### config.mk
export PLATFORM = sky130hd
export DESIGN_NAME = seg_scan
export DESIGN_NICKNAME = d
export VERILOG_FILES = /design/src/rtl/seg_scan.sv
export SDC_FILE = /design/constraint.sdc
export NUM_CORES = 1
export LEC_CHECK = 0
export CORE_MARGIN = 1.5
export CORE_UTILIZATION = 40
export DETAILED_ROUTE_END_ITERATION = 16
export GPL_TIMING_DRIVEN = 1
export PLACE_DENSITY = 0.67
export SLEW_MARGIN = 20
export SYNTH_ARGS = -nofsm -noshare
export SYNTH_HDL_FRONTEND = slang
export SYNTH_SLANG_ARGS = --single-unit
### constraint.sdc
create_clock -name clk -period 4.62 [get_ports clk]
set_input_delay 1.155 -clock clk [delete_from_list [all_inputs] [get_ports clk]]
set_output_delay 1.155 -clock clk [all_outputs]
set_load 0.05 [all_outputs]
### src/rtl/seg_scan.sv
`default_nettype none
// ============================================================================
//  Module   : seg_scan
//  Purpose  : Time-multiplexed digit scanner for a multi-digit seven-segment
//             display. Double-buffers a packed BCD word and takes new values
//             only at frame boundaries. Visits one digit position per slot.
//             Each slot has a programmable dwell time, an anti-ghosting blank
//             gap, and optional leading-zero blanking.
//  Ports    : clk         - system clock
//             rst_n       - asynchronous active-low reset
//             en_i        - scan enable (low forces IDLE)
//             load_i      - strobe, captures data_i into the shadow buffer
//             data_i      - packed BCD word, nibble k is digit k
//             data_o      - digit value for seg_decode (4'hF = blank)
//             sel_o       - one-hot digit select, polarity per SEL_INVERSE
//             frame_o     - one-cycle pulse at the start of every frame
//             load_done_o - one-cycle pulse when shadow is copied to active
//  Revision : 1.0 - initial release
// ============================================================================
module seg_scan #(
   parameter int DIGITS       = 4,
   parameter int SCAN_DIV     = 50000,
   parameter int BLANK_CYCLES = 500,
   parameter bit SEL_INVERSE  = 1'b1,
   parameter bit LZ_BLANK     = 1'b0
) (
   input  logic                  clk,
   input  logic                  rst_n,
   input  logic                  en_i,
   input  logic                  load_i,
   input  logic [4*DIGITS-1:0]   data_i,
   output logic [3:0]            data_o,
   output logic [DIGITS-1:0]     sel_o,
   output logic                  frame_o,
   output logic                  load_done_o
);

   localparam int CNT_W = (SCAN_DIV > 1) ? $clog2(SCAN_DIV) : 1;
   localparam int IDX_W = (DIGITS > 1) ? $clog2(DIGITS) : 1;

   localparam logic [CNT_W-1:0]  C_SHOW_LAST = CNT_W'(SCAN_DIV - BLANK_CYCLES - 1);
   localparam logic [CNT_W-1:0]  C_SLOT_LAST = CNT_W'(SCAN_DIV - 1);
   localparam logic [IDX_W-1:0]  C_IDX_LAST  = IDX_W'(DIGITS - 1);
   localparam logic [DIGITS-1:0] C_SEL_OFF   = {DIGITS{SEL_INVERSE}};
   localparam bit                C_HAS_BLANK = (BLANK_CYCLES > 0);

   typedef enum logic [1:0] {
      ST_IDLE  = 2'd0,
      ST_SHOW  = 2'd1,
      ST_BLANK = 2'd2
   } state_t;

   state_t                state_q, state_d;
   logic [CNT_W-1:0]      cnt_q, cnt_d;
   logic [IDX_W-1:0]      idx_q, idx_d;
   logic [4*DIGITS-1:0]   shadow_q, shadow_d;
   logic [4*DIGITS-1:0]   active_q, active_d;
   logic                  pend_q, pend_d;
   logic                  bnd_q, bnd_d;       // frame boundary taken on the last edge
   logic                  ldevt_q, ldevt_d;   // shadow->active copy taken on the last edge
   logic [3:0]            data_q, data_d;
   logic [DIGITS-1:0]     sel_q, sel_d;
   logic                  frame_q, load_done_q;

   logic                  slot_end;
   logic [DIGITS-1:0]     sel_raw;
   logic                  zero_run;

   // ------------------------------------------------------------------------
   // Scan FSM: next state, slot counter and digit index
   // ------------------------------------------------------------------------
   always_comb begin
      state_d  = state_q;
      cnt_d    = cnt_q;
      idx_d    = idx_q;
      bnd_d    = 1'b0;
      slot_end = 1'b0;

      if (!en_i) begin
         state_d = ST_IDLE;
         cnt_d   = '0;
         idx_d   = '0;
      end else begin
         case (state_q)
            ST_IDLE: begin
               state_d = ST_SHOW;
               cnt_d   = '0;
               idx_d   = '0;
               bnd_d   = 1'b1;
            end
            ST_SHOW: begin
               cnt_d = cnt_q + 1'b1;
               if (C_HAS_BLANK && (cnt_q == C_SHOW_LAST)) begin
                  state_d = ST_BLANK;
               end else if (!C_HAS_BLANK && (cnt_q == C_SLOT_LAST)) begin
                  slot_end = 1'b1;
               end
            end
            ST_BLANK: begin
               cnt_d = cnt_q + 1'b1;
               if (cnt_q == C_SLOT_LAST) begin
                  state_d  = ST_SHOW;
                  slot_end = 1'b1;
               end
            end
            default: begin
               state_d = ST_IDLE;
               cnt_d   = '0;
               idx_d   = '0;
            end
         endcase

         // Wrapping from the last digit back to digit 0 starts a new frame.
         if (slot_end) begin
            cnt_d = '0;
            if (idx_q == C_IDX_LAST) begin
               idx_d = '0;
               bnd_d = 1'b1;
            end else begin
               idx_d = idx_q + 1'b1;
            end
         end
      end
   end

   // ------------------------------------------------------------------------
   // Double buffer. The copy uses the shadow value from before the edge; a
   // load in the same cycle refills shadow and re-arms pending (set wins).
   // ------------------------------------------------------------------------
   always_comb begin
      shadow_d = shadow_q;
      active_d = active_q;
      pend_d   = pend_q;
      ldevt_d  = 1'b0;

      if (bnd_d && pend_q) begin
         active_d = shadow_q;
         pend_d   = 1'b0;
         ldevt_d  = 1'b1;
      end
      if (load_i) begin
         shadow_d = data_i;
         pend_d   = 1'b1;
      end
   end

   // ------------------------------------------------------------------------
   // Output decode from the current state. Outputs are blanked as soon as
   // en_i drops so the display goes dark on the very next edge. zero_run
   // accumulates "this digit and all higher digits are zero" from the top.
   // ------------------------------------------------------------------------
   always_comb begin
      sel_raw  = '0;
      data_d   = 4'hF;
      zero_run = 1'b1;

      for (int k = DIGITS - 1; k >= 0; k--) begin
         zero_run = zero_run && (active_q[4*k +: 4] == 4'h0);
         if (en_i && (state_q == ST_SHOW) && (idx_q == IDX_W'(k))) begin
            sel_raw[k] = 1'b1;
            if (LZ_BLANK && (k != 0) && zero_run) begin
               data_d = 4'hF;
            end else begin
               data_d = active_q[4*k +: 4];
            end
         end
      end

      sel_d = sel_raw ^ C_SEL_OFF;
   end

   // ------------------------------------------------------------------------
   // Registers
   // ------------------------------------------------------------------------
   always_ff @(posedge clk or negedge rst_n) begin
      if (!rst_n) begin
         state_q     <= ST_IDLE;
         cnt_q       <= '0;
         idx_q       <= '0;
         shadow_q    <= '0;
         active_q    <= '0;
         pend_q      <= 1'b0;
         bnd_q       <= 1'b0;
         ldevt_q     <= 1'b0;
         data_q      <= 4'hF;
         sel_q       <= C_SEL_OFF;
         frame_q     <= 1'b0;
         load_done_q <= 1'b0;
      end else begin
         state_q     <= state_d;
         cnt_q       <= cnt_d;
         idx_q       <= idx_d;
         shadow_q    <= shadow_d;
         active_q    <= active_d;
         pend_q      <= pend_d;
         bnd_q       <= bnd_d;
         ldevt_q     <= ldevt_d;
         data_q      <= data_d;
         sel_q       <= sel_d;
         // Delayed one edge so the pulses line up with the first cycle of
         // digit 0 appearing on sel_o/data_o.
         frame_q     <= bnd_q;
         load_done_q <= ldevt_q;
      end
   end

   assign data_o      = data_q;
   assign sel_o       = sel_q;
   assign frame_o     = frame_q;
   assign load_done_o = load_done_q;

endmodule
`default_nettype wire

==> flow_summary.yaml <==
critical_path:
  endpoint: "sel_o[2]"
  path_depth: 1
  critPathMaxFanout: 1
  slowest_stage: "clkdlybuf4s50_1"
  worstPathArrival_ps: 1630
  critPathKind: "reg2out"
  cp-end-kind: "output pin"
  crit_path_max_incr_delay_ps: 790
  reg2reg_to: "active_q[5]$_DFFE_PN0P_"
  start_kind: "register"
  worstPathRequired_ps: 3460
  cpLargestDelayFamily: "buffers and inverters"
  cp-startpoint: "sel_o[2]$_DFF_PN1_"
  reg2reg_from: "cnt_q[0]$_DFF_PN0_"
  crit_chain: "clkdlybuf4s50_1"
  rrSetupSlack_ps: 2430
  critPathBufInv: 1
  ff2ff_path_depth: 5
finish:
  final_cells: 423
  areaGrowthSynthToFinish_pct: 17.8
  antenna_cells: 0
  fillers: 701
  drive_above_1_share: 0.114
  fin_nets: 348
sta:
  fin_crit_sh: 0.603
  fmax_mhz: 359
  tightestPinTransition_ps: 955
  fin_ws_ps: 1830
  grt_setup_unrepaired: "false"
  fin_setup_tns_ps: 0
  holdWs_ps: 351
  final_hold_viol_count: 0
  drv_slew: 0
  finalCriticalPeriod_ps: 2790
  fin_skew_ps: 8.75
  timing.slew.headroom: 0.361
  setup_viol: 0
placed_design:
  dp_cells: 407
  pre_cts_ws_ps: 1700
  gp_congestion: 0.775
  port_buffers: 29
  dp_hpwl_um: 3870
cts:
  clk_path_buf_depth: 2
  cts.repair.resized: 0
  clkSinkCount: 65
  root_buffer: "clkbuf_8"
  postCtsHoldBufs: 0
  post_cts_buffers: 0
  numCtsBuffers: 9
  clkLatencyLatePin_ps: 330
  h-tree-depth: 3
  cts_tree: "done"
  clk_pin_slew_ps: 70
flow_run:
  drv_cap: 0
floorplanning:
  io_pins: 30
  core_mm2: 0.00729
  start_util: 0.417
  fp.dieH_um: 90.2
  rows: 31
  fp.dieW_um: 90.2
  die_area_mm2: 0.00814
pwr:
  p_leak_nw: 1.51
  p_per_area_mw_per_mm2: 366
  worst_ir_drop_vdd_v: 0.000153
logic_synthesis:
  synthAdderAreaFrac: 0.0370
  synth_edf_count: 0
  synthArstFlopShare: 1.00
  synth_cell_types: 41
  synth-xor-area-share: 0.0345
  synth-seq-cells: 65
  synth_compound_area_frac: 0.144
  seq_area_frac_synth: 0.538
  syn_area_per_cell_um2: 10.4
  yosys.area_share.simple: 0.194
  synthCells: 292
  muxShareOfSynthArea: 0
  synth_top_family_by_area: "simple AND/OR/NAND/NOR gates"
  synthFlopType: "dfrtp_1"
  syn_area_mm2: 0.00304
  ys_warn_count: 0
  syn_nets: 321
global_route:
  overflow: 0
  grt.total_usage: 0.153
  grt_max_degree: 46
  grt_pass1_wl_um: 9940
  grt_pass1_vias: 2098
  antenna_found_initial: 0
detailed_routing:
  drt-initial-drc-count: 166
  drt.antenna.violating_nets: 0
  vias: 2114
  wl_um: 5650
  drc: 0
  first_pass_iters: 4
  wl_per_cell_um: 13.3
  via_per_inst: 5.00
min_path:
  hold_path.class: "reg2reg"
  hold_start: "ldevt_q$_DFF_PN0_"
status:
  status: "complete, no violations"
flip-flops by register name, indices dropped and copies added, names as in the netlist:
| name | cells |
|---|---|
| active_q | 16 |
| pend_q | 1 |
| cnt_q | 16 |
| data_o | 4 |
| idx_q | 2 |
| shadow_q | 16 |
| ldevt_q | 1 |
| load_done_o | 1 |
| sel_o | 4 |
| state_q | 2 |
| bnd_q | 1 |
| frame_o | 1 |
placed cells by master (no fill, tap or decap), types with 9 or more instances in the layout:
cell type        netlist  layout
inv_1                 22      22
nand2_1               44      44
ha_1                   9       9
nor2_1                19      19
clkbuf_8               0      10
dfrtp_1               57      57
o32ai_1                9       9
clkdlybuf4s50_1        0      28
o21ai_0               21      21
per-layer routing:
metal / share of wire / vias to the layer above / GRT usage
met5: 0 / - / 0
met4: 0.014 / 0 / 0.0529
met3: 0.031 / 9 / 0.0389
met2: 0.43 / 42 / 0.217
met1: 0.52 / 1006 / 0.224
li1: - / 1057 / -
synth_stat cells, types with 3 or more instances:
cell type	count	area, µm²
dfrtp_1	57	1430
nand2_1	44	165
inv_1	22	82.6
o21ai_0	21	105
nor2_1	19	71.3
clkbuf_1	9	33.8
ha_1	9	113
o32ai_1	9	78.8
dfstp_2	8	210
nand4_1	8	50.1
nor2b_1	8	50.1
xnor2_1	8	70.1
o32ai_2	7	114
nor3_1	6	30.0
a21oi_1	5	25.0
and2_1	5	31.3
nand3_1	5	25.0
nor3b_1	5	37.5
a211oi_1	4	30.0
xor2_1	4	35.0
and3_1	3	18.8
worst min path at each step:
stage	cells after the start	to	slack (ps)
after floorplan	0	frame_o$_DFF_PN0_	330
after global placement	0	frame_o$_DFF_PN0_	330
after detailed placement	0	load_done_o$_DFF_PN0_	330
after CTS	0	load_done_o$_DFF_PN0_	350
after global routing	0	load_done_o$_DFF_PN0_	360
final	0	load_done_o$_DFF_PN0_	350
cell type report:
type	instances	area, µm²	share of cell area
Sequential cell	65	1640	0.457
Clock buffer	11	141	0.0394
Inverter	23	86.3	0.0241
Timing Repair Buffer	30	295	0.0824
Clock inverter	5	55.1	0.0154
Multi-Input combinational cell	190	1250	0.348
Tap cell	99	124	0.0346
power by group:
part / switching [mW] / internal (mW) / total [mW]
logic: 0.113 / 0.0703 / 0.183
registers: 0.0283 / 0.634 / 0.662
clock network: 0.206 / 0.262 / 0.468
total: 0.347 / 0.966 / 1.31
worst reg2reg max path, delay by kind of cell (launching register included):
kind	cells	cell delay, ps
simple gates	3	1180
compound gates	1	210
fa+ha+maj	1	240
flops	1	390
kinds of logic (layout without fill, tap and decap cells):
kind of cell             count (synthesis)  count (layout)
AND/OR/NAND/NOR                        114             114
XOR/XNOR                                12              12
buffers and inverters                   37              69
AO/OA/AOI/OAI                           55              55
flip-flops                              65              65
adder cells (fa/ha/maj)                  9               9
per-stage QoR:
step                 util  instance area, µm²  power, mW
finish              0.492                3580       1.31
global placement    0.464                3390      0.852
global route        0.492                3580       1.38
CTS                 0.491                3580       1.33
detailed placement  0.464                3390      0.858
floorplan               -                3040      0.791
(Power assumes the default switching activity.)
